File: src/rtl/board_pkg.sv
// board_pkg: shared constants, snapshot record and helpers for the board display scanner
package board_pkg;
    localparam int N_CELLS = 10;
    localparam int N_COLS  = 5;
    localparam int CELL_W  = 4;

    localparam logic [7:0] SEG_BLANK = 8'hFF;
    localparam logic [6:0] SEG_DASH  = 7'h3F;

    localparam logic [6:0] SEG_TABLE [0:9] = '{
        7'h40, 7'h79, 7'h24, 7'h30, 7'h19,
        7'h12, 7'h02, 7'h78, 7'h00, 7'h10
    };

    typedef struct packed {
        logic [N_CELLS*CELL_W-1:0] status;
        logic [2:0]                num;
        logic [3:0]                cursor_idx;
        logic                      sel_valid;
        logic [3:0]                sel_idx;
        logic                      phase;
    } snap_t;

    function automatic logic [2:0] col_of(input logic [3:0] idx);
        logic [3:0] m;
        m = idx % 4'd5;
        return m[2:0];
    endfunction
endpackage

File: src/rtl/board_display_scan_if.sv
// board_display_scan_if: board status inputs and multiplexed display outputs
interface board_display_scan_if;
    import board_pkg::*;
    logic [N_CELLS*CELL_W-1:0] status;
    logic [2:0]                num;
    logic [3:0]                cursor_idx;
    logic                      sel_valid;
    logic [3:0]                sel_idx;
    logic [N_CELLS-1:0]        seg_an;
    logic [7:0]                seg_out;
    logic                      frame_tick;

    modport master (output status, num, cursor_idx, sel_valid, sel_idx,
                    input  seg_an, seg_out, frame_tick);
    modport slave  (input  status, num, cursor_idx, sel_valid, sel_idx,
                    output seg_an, seg_out, frame_tick);
endinterface

File: src/rtl/seg7_digit_dec.sv
// seg7_digit_dec: 4-bit value plus decimal-point enable to active-low segment byte
module seg7_digit_dec
    import board_pkg::*;
(
    input  logic [3:0] i_val,
    input  logic       i_dp_en,
    output logic [7:0] o_seg
);
    // Digits 0..9 come from the table; anything larger is shown as a dash
    always_comb begin
        o_seg = {~i_dp_en, (i_val < 4'd10) ? SEG_TABLE[i_val] : SEG_DASH};
    end
endmodule

File: src/rtl/board_display_scan.sv
// board_display_scan: scans the 10-cell board onto a multiplexed 7-segment display
module board_display_scan
    import board_pkg::*;
#(
    parameter int SCAN_DIV  = 50000,
    parameter int BLINK_DIV = 25000000
) (
    input  logic                 clk,
    input  logic                 rst,
    board_display_scan_if.slave  bus
);
    localparam int SW = (SCAN_DIV  > 2) ? $clog2(SCAN_DIV)  : 1;
    localparam int BW = (BLINK_DIV > 2) ? $clog2(BLINK_DIV) : 1;

    logic [SW-1:0]      r_pre;
    logic [BW-1:0]      r_blink;
    logic [3:0]         r_ptr;
    logic               r_phase;
    logic               r_first;
    logic               r_tick;
    logic [N_CELLS-1:0] r_an;
    logic [7:0]         r_out;
    snap_t              r_snap;

    snap_t      w_live;
    snap_t      w_view;
    logic       w_pre_end;
    logic       w_blink_end;
    logic       w_snap;
    logic       w_blank;
    logic       w_dp;
    logic [2:0] w_num_eff;
    logic [3:0] w_val;
    logic [7:0] w_seg;

    // Terminal counts, snapshot strobe and the view of the current digit
    always_comb begin
        w_pre_end   = r_pre == SW'(SCAN_DIV - 1);
        w_blink_end = r_blink == BW'(BLINK_DIV - 1);
        w_snap      = r_first || (w_pre_end && r_ptr == 4'd9);
        w_live      = '{status: bus.status, num: bus.num, cursor_idx: bus.cursor_idx,
                        sel_valid: bus.sel_valid, sel_idx: bus.sel_idx, phase: r_phase};
        w_view      = r_first ? w_live : r_snap;
        w_num_eff   = (w_view.num == 3'd0) ? 3'd1 : (w_view.num > 3'd5) ? 3'd5 : w_view.num;
        w_val       = w_view.status[{r_ptr, 2'b00} +: CELL_W];
        w_blank     = (col_of(r_ptr) >= w_num_eff) || (r_ptr == w_view.cursor_idx && w_view.phase);
        w_dp        = w_view.sel_valid && r_ptr == w_view.sel_idx && !w_blank;
    end

    seg7_digit_dec u_dec (
        .i_val   (w_val),
        .i_dp_en (w_dp),
        .o_seg   (w_seg)
    );

    // Digit prescaler and pointer walking 0..9
    always_ff @(posedge clk or posedge rst) begin
        if (rst) begin
            r_pre <= '0;
            r_ptr <= '0;
        end else begin
            r_pre <= w_pre_end ? '0 : r_pre + 1'b1;
            if (w_pre_end) r_ptr <= (r_ptr == 4'd9) ? 4'd0 : r_ptr + 4'd1;
        end
    end

    // Free-running cursor blink phase
    always_ff @(posedge clk or posedge rst) begin
        if (rst) begin
            r_blink <= '0;
            r_phase <= 1'b0;
        end else begin
            r_blink <= w_blink_end ? '0 : r_blink + 1'b1;
            if (w_blink_end) r_phase <= ~r_phase;
        end
    end

    // Once-per-frame snapshot; the first edge after reset also captures
    always_ff @(posedge clk or posedge rst) begin
        if (rst) begin
            r_snap  <= '0;
            r_first <= 1'b1;
            r_tick  <= 1'b0;
        end else begin
            r_first <= 1'b0;
            r_tick  <= w_snap;
            if (w_snap) r_snap <= w_live;
        end
    end

    // Registered digit enable and segment drive
    always_ff @(posedge clk or posedge rst) begin
        if (rst) begin
            r_an  <= '1;
            r_out <= SEG_BLANK;
        end else begin
            r_an  <= w_blank ? '1 : ~(N_CELLS'(1) << r_ptr);
            r_out <= w_blank ? SEG_BLANK : w_seg;
        end
    end

    assign bus.seg_an     = r_an;
    assign bus.seg_out    = r_out;
    assign bus.frame_tick = r_tick;
endmodule

File: src/flat_wrapper.sv
// flat-port wrapper written by rule: the top's interface ports become plain ports
module board_display_scan_flat import board_pkg::*;
#(
    parameter int SCAN_DIV  = 50000,
    parameter int BLINK_DIV = 25000000
)
  (clk, rst, bus_status, bus_num, bus_cursor_idx, bus_sel_valid, bus_sel_idx, bus_seg_an, bus_seg_out, bus_frame_tick);
  board_display_scan_if bus_i ();
  input  logic clk;
  input  logic rst;
  input wire logic [$bits(bus_i.status)-1:0] bus_status;
  input wire logic [$bits(bus_i.num)-1:0] bus_num;
  input wire logic [$bits(bus_i.cursor_idx)-1:0] bus_cursor_idx;
  input wire logic [$bits(bus_i.sel_valid)-1:0] bus_sel_valid;
  input wire logic [$bits(bus_i.sel_idx)-1:0] bus_sel_idx;
  output wire logic [$bits(bus_i.seg_an)-1:0] bus_seg_an;
  output wire logic [$bits(bus_i.seg_out)-1:0] bus_seg_out;
  output wire logic [$bits(bus_i.frame_tick)-1:0] bus_frame_tick;
  assign bus_i.status = bus_status;
  assign bus_i.num = bus_num;
  assign bus_i.cursor_idx = bus_cursor_idx;
  assign bus_i.sel_valid = bus_sel_valid;
  assign bus_i.sel_idx = bus_sel_idx;
  assign bus_seg_an = bus_i.seg_an;
  assign bus_seg_out = bus_i.seg_out;
  assign bus_frame_tick = bus_i.frame_tick;
  board_display_scan #(.SCAN_DIV(SCAN_DIV), .BLINK_DIV(BLINK_DIV)) u_core (.clk(clk), .rst(rst), .bus(bus_i));
endmodule
File: config.mk
export PLATFORM = sky130hd
export DESIGN_NAME = board_display_scan_flat
export DESIGN_NICKNAME = d
export VERILOG_FILES = /design/src/rtl/board_pkg.sv /design/src/rtl/board_display_scan_if.sv /design/src/rtl/seg7_digit_dec.sv /design/src/rtl/board_display_scan.sv /design/src/flat_wrapper.sv
export SDC_FILE = /design/constraint.sdc
export NUM_CORES = 1
export LEC_CHECK = 0
export ABC_AREA = 1
export ABC_CLOCK_PERIOD_IN_PS = 5260
export CAP_MARGIN = 20
export CORE_MARGIN = 1
export CORE_UTILIZATION = 50
export DETAILED_ROUTE_END_ITERATION = 7
export PLACE_DENSITY = 0.84
export SYNTH_ARGS = -nofsm -noshare
export SYNTH_HDL_FRONTEND = slang
export SYNTH_HIERARCHICAL = 1
export SYNTH_SLANG_ARGS = --single-unit
export TNS_END_PERCENT = 10
File: constraint.sdc
create_clock -name clk -period 5.26 [get_ports clk]
set_input_delay 1.052 -clock clk [delete_from_list [all_inputs] [get_ports clk]]
set_output_delay 1.052 -clock clk [all_outputs]
set_load 0.03 [all_outputs]
After elaboration in Yosys (flattened, before gate mapping)
Memories as Yosys holds them, arrays and structs flattened.
Index checks and enable logic that the tools add are counted.
{"block": "totals", "word_cells": 53, "mem_count": 1, "mem_bits_ro": 112, "inputBits": 54, "regBits": 119, "output_inout_bits": 19}
{"block": "classes", "n_reduce_logical": 8, "shift": 2, "div": 1, "n_addsub": 3, "n_lt_le_gt_ge": 4, "mux": 11, "n_bitwise": 4, "eq_ne": 5}
{"memory": "(no name shown)", "depth": 16, "word_bits": 7, "read_ports": 1, "rd_clocked_by_memory_dff": 0, "write_ports": 0, "line_no": "seg7_digit_dec.sv:11", "source": "o_seg = {~i_dp_en, (i_val < 4'd10) ? SEG_TABLE[i_val] : SEG_DASH};"}
{"op": "2-to-1 mux 53 bit", "count": 1}
{"op": "variable part select 40 x 7 -> 4 bit", "count": 1}
{"op": "adder 25 x 1 -> 25 bit, second input constant", "count": 1}
{"op": "equality test 25 bit, second input constant", "count": 1}
{"op": "2-to-1 mux 25 bit", "count": 1}
{"op": "2-to-1 mux 7 bit", "count": 3}
{"op": "adder 16 x 1 -> 16 bit, second input constant", "count": 1}
{"op": "equality test 16 bit, second input constant", "count": 1}
{"op": "2-to-1 mux 16 bit", "count": 1}
{"op": "2-to-1 mux 10 bit", "count": 1}
{"op": "NOT 10 bit", "count": 1}
{"op": "left shift 1 x 4 -> 10 bit, first input constant", "count": 1}
{"op": "equality test 4 bit", "count": 2}
{"op": "2-to-1 mux 8 bit", "count": 1}
{"op": "2-to-1 mux 3 bit", "count": 2}
{"op": ">= comparator 5 bit, second input constant", "count": 1}
{"op": "NOT 4 -> 5 bit", "count": 1}
{"op": "adder 4 x 1 -> 4 bit, second input constant", "count": 1}
{"op": "equality test 4 bit, second input constant", "count": 1}
{"op": "logical AND 1 bit", "count": 4}
{"op": "less-than comparator 4 bit, second input constant", "count": 1}
{"op": "remainder unit 4 x 3 -> 4 bit, second input constant", "count": 1}
{"op": "2-to-1 mux 4 bit", "count": 1}
{"op": ">= comparator 3 bit", "count": 1}
{"op": "5 further kinds", "count": 7}

Depth between registers and ports, before layout
Gate-level depths: netlist of the first run.
{"block": "logic_depth", "word_depth": 10, "ltp_mapped": 24, "ltp_nobuf": 24}

Modules after synthesis
The synthesis of the first run kept the hierarchy.
{"module": "board_display_scan", "n_inst": 1, "seq_area_each_um2": 3001.6, "area_per_inst_um2": 6800.3, "cells_per_inst": 938}
{"module": "seg7_digit_dec", "n_inst": 1, "seq_area_each_um2": 0.0, "area_per_inst_um2": 187.7, "cells_per_inst": 35}

Least setup slack after synthesis of the first run
Ideal clock, no wire load.
{"block": "synth_timing", "path_kind": "register to register", "from": "register u_core.r_ptr[0]", "to": "register u_core.r_out[7] (netlist: u_core/bus.seg_out[7])", "required_ns": 5.169, "path_stages_with_launch": 24, "setup_ns": 0.091, "path_slack_ns": 2.263, "arrival_ns": 2.906, "path_cell_list": "dfrtp_1 -> buf_2 -> inv_2 -> nand2_1 -> nand2_1 -> nand2_1 -> nand2_1 -> nand2_1 -> inv_1 -> ha_1 -> inv_1 -> or2_2 -> nand2_1 -> nand2_1 -> nand2_1 -> nand2_1 -> ha_1 -> o21ai_0 -> nand2_1 -> a21oi_2 -> nand2_1 -> nor2_1 -> inv_1 -> nand3b_1"}
{"block": "synth_via", "elab_chain_cells": 7}
{"element": "start, declared", "line_no": "board_display_scan.sv:17", "source": "logic [3:0] r_ptr;"}
{"element": "start signal, assigned", "line_no": "board_display_scan.sv:63", "source": "if (w_pre_end) r_ptr <= (r_ptr == 4'd9) ? 4'd0 : r_ptr + 4'd1;"}
{"element": "remainder unit 4 x 3 -> 4 bit / equality test 4 bit (equally long branches)", "line_no": "board_pkg.sv:26, board_display_scan.sv:46"}
{"element": ">= comparator 3 bit / logical AND 1 bit (equally long branches)", "line_no": "board_display_scan.sv:46", "source": "w_blank = (col_of(r_ptr) >= w_num_eff) || (r_ptr == w_view.cursor_idx && w_view.phase);"}
{"element": "logical OR 1 bit", "line_no": "board_display_scan.sv:46"}
{"element": "zero test 1 bit", "line_no": "board_display_scan.sv:47", "source": "w_dp = w_view.sel_valid && r_ptr == w_view.sel_idx && !w_blank;"}
{"element": "logical AND 1 bit (*)", "line_no": "board_display_scan.sv:47"}
{"element": "named net u_core.w_dp", "line_no": "board_display_scan.sv:31", "source": "logic w_dp;"}
{"element": "NOT 1 bit (*)", "line_no": "seg7_digit_dec.sv:11"}
{"element": "named net u_core.w_seg[7]", "line_no": "board_display_scan.sv:34", "source": "logic [7:0] w_seg;"}
{"element": "2-to-1 mux 8 bit (*)", "line_no": "board_display_scan.sv:98", "source": "r_out <= w_blank ? SEG_BLANK : w_seg;"}
{"element": "end signal, assigned", "line_no": "board_display_scan.sv:98"}
{"element": "end, declared", "line_no": "board_display_scan.sv:22", "source": "logic [7:0] r_out;"}
The timed path passes the listed nets; every way through them passes the cells marked *.
A chain may end at the register's enable or synchronous reset.

Worst setup path in the final report of the first run
Ends and elaborated chain as after synthesis.

==> metrics.cfg, run 1 <==
[logic_synthesis]
synth_cell_types = 36
yosysTopAreaCellShare_pct = 35.8
syn_area_per_cell_sq_um = 7.18
synth_top_cell_by_area = dfrtp_1
syn_nets = 1044
ys_seq_elements = 119
yosysWarnings = 6
synth_area_leaders = dfrtp_1, nand2_1, nand3_1
ys_seq_area_share_pct = 43.0
syn-cell-area_sq_um = 6990
synthCells = 973

[route]
vias = 6423
drc = 0
firstDrtPassIters = 5
vias_per_cell = 5.25
routed_wl_mm = 16.6
wl_per_cell_um = 13.6
postRouteAntennaNets = 0
wl_met1_mm = 7.28
highest_layer = met4
dr_wl_met2_mm = 7.58
met3WireLength_mm = 1.28
drtIter0Drc = 741

[critical_path]
cp_data_arrival_time_ns = 4.12
ff2ff_setup_slack_ns = 1.46
path_class = reg2reg
cp-end-kind = flip-flop
worstSetupStartpoint = u_core/r_ptr[0]$_DFFE_PP0N_
required_ns = 5.58
r2r-start = u_core/r_ptr[0]$_DFFE_PP0N_
worst-path-max-fanout = 19
start_kind = flip-flop

[status]
status = completed

[die]
row_count = 42
die_x_um = 120
die_area_sq_um = 14500
core_sq_um = 13500
initial_core_util_pct = 51.9
io_pins = 73
dieHeight_um = 120

[timing]
drv_slew = 0
fmax_mhz = 263
whs_ns = 0.461
finalSetupTns_ns = 0
fin_ws_ns = 1.46
setup_violations = 0
fin_crit_ns = 3.80
hold_viol = 0
tightestPinTransition_ns = 0.771
relSlewSlack_pct = 48.6
rsz0062_at_grt = no
fin_crit_sh_pct = 72.2
clock_skew_ns = 0.00882

[clock_network]
cts_setup_buffers = 0
clk_transition_reported_paths_ns = 0.06
clockBufferDepth = 2
hold_buffers = 0
htree_num_levels = 4
clk_latency_ns = 0.43
cts_tree = done
cts_buffers = 17
cts-root-buf = clkbuf_16
cts.sinks = 119
post_cts_resized = 0

[grt]
grt_start_max_net_pins = 83
antenna_found_initial = 0
grt_pass1_wl_mm = 28.0
grt_pass1_vias = 5985
track_usage_pct = 24.9
grt-ovfl-total = 0

[finish]
drive_gt1_share_pct = 7.82
nets = 1106
areaGrowthSynthToFinish_pct = 20.2
fin_util_pct = 62.4
final_cell_area_sq_um = 8400
antenna_cells = 0

[worst_hold_path]
hp-start = u_core/r_pre[0]$_DFF_PP0_
hold_path_class = reg2reg

[place]
place_hpwl_mm = 11.2
placed_cell_area_sq_um = 7750
gp_congestion = 0.921
pre_cts_ws_ns = 1.55
portBuffers = 72

[power_and_ir_drop]
powerDensity_nw_per_um2 = 295
leakagePower_uw = 0.00418
p_clk_share_pct = 48.3
comb_power_share_pct = 11.5
worst_ir_drop_vdd_uv = 264
power.internal_uw = 1860
p_seq_share_pct = 40.2
p_sw_share_pct = 24.9
p_sw_uw = 617

[job]
maxCapViolations = 0

## flip-flops by register name, summed over array words and instances (netlist names)
name	count
u_core/r_pre	16
u_core/r_ptr	4
u_core/bus.seg_out	8
u_core/r_phase	1
u_core/r_snap	53
u_core/bus.frame_tick	1
u_core/r_first	1
u_core/bus.seg_an	10
u_core/r_blink	25
## Yosys cell counts
| cell | count |
|---|---|
| nor2_4 | 3 |
| inv_2 | 6 |
| or2_2 | 7 |
| o211ai_1 | 5 |
| o22ai_1 | 4 |
| a21oi_2 | 1 |
| inv_1 | 107 |
| xor2_1 | 20 |
| o21ai_2 | 1 |
| buf_6 | 8 |
| nor2_2 | 1 |
| conb_1 | 1 |
| dfstp_2 | 19 |
| clkbuf_1 | 10 |
| xnor2_1 | 5 |
| nand3b_1 | 11 |
| clkinv_2 | 1 |
| nand2_1 | 297 |
| nand4_1 | 15 |
| mux2i_1 | 1 |
| buf_4 | 2 |
| and2_1 | 2 |
| nand3_4 | 1 |
| ha_1 | 17 |
| nor3_1 | 10 |
| nor2_1 | 138 |
| nand3_1 | 107 |
| o21ai_0 | 43 |
| nand2_2 | 1 |
| o21ai_1 | 1 |
| buf_2 | 16 |
| nand2_4 | 1 |
| nand3_2 | 1 |
| dfrtp_1 | 100 |
| a21oi_1 | 9 |
| nor3b_1 | 1 |
## layout by cell type (no fill, tap or decap), types with 2 or more instances in the layout
master / synthesis / layout
xor2_1: 20 / 20
nand2_1: 297 / 297
a21oi_1: 9 / 9
clkinv_2: 1 / 5
and2_1: 2 / 2
nor2_1: 138 / 138
inv_1: 107 / 106
clkbuf_16: 0 / 17
dfrtp_1: 100 / 100
nand3b_1: 11 / 11
clkbuf_8: 0 / 2
o22ai_1: 4 / 4
bufinv_16: 0 / 3
ha_1: 17 / 17
o21ai_0: 43 / 43
clkinvlp_4: 0 / 3
xnor2_1: 5 / 5
nor2_4: 3 / 3
buf_4: 2 / 5
inv_2: 6 / 6
o211ai_1: 5 / 5
nand4_1: 15 / 15
nand3_1: 107 / 107
dfstp_2: 19 / 19
or2_2: 7 / 7
nor3_1: 10 / 10
clkdlybuf4s50_1: 0 / 72
## worst paths after layout
kind,endpoint,cells past startpoint
max,u_core/bus.seg_out[7]$_DFF_PP1_,21
min,u_core/r_pre[0]$_DFF_PP0_,1
max reg2reg,u_core/bus.seg_out[7]$_DFF_PP1_,21
min reg2reg,u_core/r_pre[0]$_DFF_PP0_,1
max in group asynchronous,u_core/r_first$_DFF_PP1_,4
min in group asynchronous,u_core/r_pre[12]$_DFF_PP0_,2
## critical path: stages (launching register included)
cell and delay, ns:
dfrtp_1 0.54, inv_2 0.13, nand2_1 0.24, nand2_1 0.15, nand2_1 0.08, nand2_1 0.07
nand2_1 0.10, inv_1 0.06, ha_1 0.17, or2_2 0.29, nand2_1 0.10, nand2_1 0.07
nand2_1 0.06, nand2_1 0.06, ha_1 0.28, o21ai_0 0.16, nand2_1 0.08, a21oi_2 0.63
nand2_1 0.11, nor2_1 0.11, inv_1 0.05, nand3b_1 0.15
## through the flow
step                      power, uW  std cells
after CTS                      2480       1222
after global placement         1280       1190
after floorplan                1180        973
after detailed placement       1290       1190
final                          2470       1224
after global routing           2570       1224
## metal layers
layer | up-vias | global-route usage, %
li1 | 3173 | -
met1 | 2934 | 33.7
met2 | 277 | 38.1
met3 | 39 | 5.66
met4 | 0 | 11.0
met5 | - | 0
## kinds of logic after synthesis
group / Yosys count / share of synthesized area (%)
muxes: 1 / 0.143
buffers and inverters: 150 / 9.33
adders and majority gates: 17 / 3.04
and+or+nand+nor: 596 / 36.4
other: 1 / 0.0537
DFF: 119 / 43.0
xor gates and xnor gates: 25 / 3.13
AOI/OAI and AO/OA: 64 / 4.94
## layout make-up
| cell class | count | area (sq um) |
|---|---|---|
| Clock buffer | 20 | 457 |
| Clock inverter | 12 | 150 |
| Fill cell | 1194 | 5050 |
| Inverter | 114 | 432 |
| Multi-Input combinational cell | 704 | 3330 |
| Sequential cell | 119 | 3000 |
| Tap cell | 176 | 220 |
| Timing Repair Buffer | 79 | 806 |
## power groups by stage
stage / logic, uW / registers (uW) / clock network [uW]
5_1_grt: 317 / 1000 / 1250
3_5_place_dp: 276 / 1010 / 0
4_1_cts: 280 / 995 / 1210
6_report: 284 / 996 / 1200
2_1_floorplan: 154 / 1030 / 0
3_3_place_gp: 273 / 1010 / 0
No activity file was read; power rests on OpenSTA's default activity.
==> inputs of run 2 (changes only) <==
--- a/config.mk
+++ b/config.mk
@@ -6,7 +6,7 @@
 export NUM_CORES = 1
 export LEC_CHECK = 0
 export ABC_AREA = 1
-export ABC_CLOCK_PERIOD_IN_PS = 5260
+export ABC_CLOCK_PERIOD_IN_PS = 3780
 export CAP_MARGIN = 20
 export CORE_MARGIN = 1
 export CORE_UTILIZATION = 50
==> constraint.sdc (replaced) <==
create_clock -name clk -period 3.78 [get_ports clk]
set_input_delay 0.756 -clock clk [delete_from_list [all_inputs] [get_ports clk]]
set_output_delay 0.756 -clock clk [all_outputs]
set_load 0.03 [all_outputs]
==> run 2 against run 1 <==
  * Non-clock buffer count rose by 5
  * Wire length rose by 1.5%
  * Worst hold slack got worse by 0.0058 ns
  * Clock skew rose by 0.0036 ns
  * Via count rose by 0.37%
  * Final area rose by 0.10%
  * Worst setup slack got worse by 0.98 ns
  * Combinational power rose by 41%
  * Global-route usage rose by 0.23 points
  * Sequential cell count did not move
  * Highest routed layer unchanged
==> metrics.cfg, run 2 (synthesized netlist as in run 1, its figures left out) <==
[status]
status = completed

[grt]
grt_start_max_net_pins = 44
track_usage_pct = 25.1
antenna_found_initial = 0
grt_pass1_wl_mm = 28.6
grt_pass1_vias = 6070
grt-ovfl-total = 0

[route]
met3WireLength_mm = 1.08
wl_met1_mm = 7.56
drtIter0Drc = 569
dr_wl_met2_mm = 7.83
routed_wl_mm = 16.9
vias = 6447
firstDrtPassIters = 5
postRouteAntennaNets = 0
drc = 0
vias_per_cell = 5.25
wl_per_cell_um = 13.7
highest_layer = met4

[clock_network]
htree_num_levels = 4
cts-root-buf = clkbuf_16
clk_latency_ns = 0.41
hold_buffers = 0
cts.sinks = 119
cts_setup_buffers = 0
cts_buffers = 17
cts_tree = done
clk_transition_reported_paths_ns = 0.06
clockBufferDepth = 2
post_cts_resized = 0

[power_and_ir_drop]
leakagePower_uw = 0.00419
worst_ir_drop_vdd_uv = 311
powerDensity_nw_per_um2 = 401

[critical_path]
worst_r2r_endpoint = u_core/bus.seg_an[6]$_DFF_PP1_
r2r-start = u_core/r_ptr[0]$_DFFE_PP0N_
cp_data_arrival_time_ns = 3.60
worst-path-max-fanout = 18
start_kind = flip-flop
ff2ff_setup_slack_ns = 0.49
required_ns = 4.09
reg2regPathDepth = 19
cp-end-kind = flip-flop
path_class = reg2reg
worstSetupStartpoint = u_core/r_ptr[0]$_DFFE_PP0N_

[timing]
fmax_mhz = 304
fin_crit_ns = 3.29
tightestPinTransition_ns = 0.731
fin_crit_sh_pct = 87.1
relSlewSlack_pct = 51.2
whs_ns = 0.456
clock_skew_ns = 0.0124
finalSetupTns_ns = 0
drv_slew = 0
setup_violations = 0
rsz0062_at_grt = no
hold_viol = 0

[finish]
largest_reg_flops = 53
antenna_cells = 0
fin_util_pct = 62.5
final_cell_mix = nand2_1, nor2_1, nand3_1
layout.cells.most_common = nand2_1
nets = 1111
fill_cells = 1204
largest_registers = u_core/r_snap x53, u_core/r_blink x25, u_core/r_pre x16
areaGrowthSynthToFinish_pct = 20.3
drive_gt1_share_pct = 8.17
regMostFlops = u_core/r_snap

[worst_hold_path]
hold_path_class = reg2reg
min_to = u_core/r_pre[0]$_DFF_PP0_
hold_depth = 1
hp-start = u_core/r_pre[0]$_DFF_PP0_

[die]
die_x_um = 120
core_sq_um = 13500
initial_core_util_pct = 51.9
row_count = 42
die_area_sq_um = 14500
io_pins = 73
dieHeight_um = 120

[place]
place_hpwl_mm = 12.0
gp_congestion = 0.888
portBuffers = 72

[job]
maxCapViolations = 0

## run 2: power breakdown
part / internal [uW] / switching [uW] / total, uW / leakage (uW)
logic: 168 / 233 / 401 / 0.00243
registers: 1350 / 30.9 / 1390 / 0.00147
clock network: 1000 / 579 / 1580 / 0.000279
total: 2530 / 843 / 3370 / 0.00419
## run 2: how the worst max path moves through the flow
| stage | endpoint | slack (ns) | cells past startpoint |
|---|---|---|---|
| after floorplan | u_core/bus.seg_out[7]$_DFF_PP1_ | 0.78 | 23 |
| after global placement | u_core/bus.seg_out[7]$_DFF_PP1_ | 0.73 | 21 |
| after detailed placement | u_core/bus.seg_an[6]$_DFF_PP1_ | 0.52 | 19 |
| after CTS | u_core/bus.seg_an[6]$_DFF_PP1_ | 0.50 | 19 |
| after global routing | u_core/bus.seg_out[7]$_DFF_PP1_ | 0.17 | 22 |
| final | u_core/bus.seg_an[6]$_DFF_PP1_ | 0.49 | 19 |
## run 2: per-stage QoR
stage / power (uW) / area [sq um] / setup WS (ns) / instances
after global routing: 3510 / 8410 / 0.167 / 1229
after CTS: 3400 / 8410 / 0.501 / 1229
final: 3370 / 8410 / 0.486 / 1229
after global placement: 1790 / 7830 / 0.730 / 1197
after floorplan: 1650 / 6990 / 0.783 / 973
after detailed placement: 1800 / 7830 / 0.517 / 1197
## run 2: routing by layer
metal	track usage, %	vias up
li1	-	3184
met1	33.8	2988
met2	38.6	245
met3	6.18	30
met5	0	-
met4	10.6	0
## run 2: area by class of cell
cell class              instances  area, sq um  share of cell area (%)
multi-input cells             704         3330                    39.7
flip-flops and latches        119         3000                    35.7
repair buffers                 84          836                    9.94
clock buffers                  21          460                    5.48
inverters                     114          433                    5.15
well taps                     176          220                    2.62
clock inverters                11          124                    1.47
## run 2: worst max-delay path, cell delays in order (launching register included)
cell     delay (ns)
dfrtp_1        0.53
inv_2          0.13
nand2_1        0.23
nand2_1        0.15
nand2_1        0.08
nand2_1        0.05
nand2_1        0.09
inv_1          0.07
ha_1           0.17
or2_2          0.29
nand2_1        0.11
nand2_1        0.09
nand2_1        0.08
nand2_1        0.06
ha_1           0.28
o21ai_0        0.19
nand2_1        0.09
a21oi_2        0.14
buf_4          0.23
nand3_1        0.13
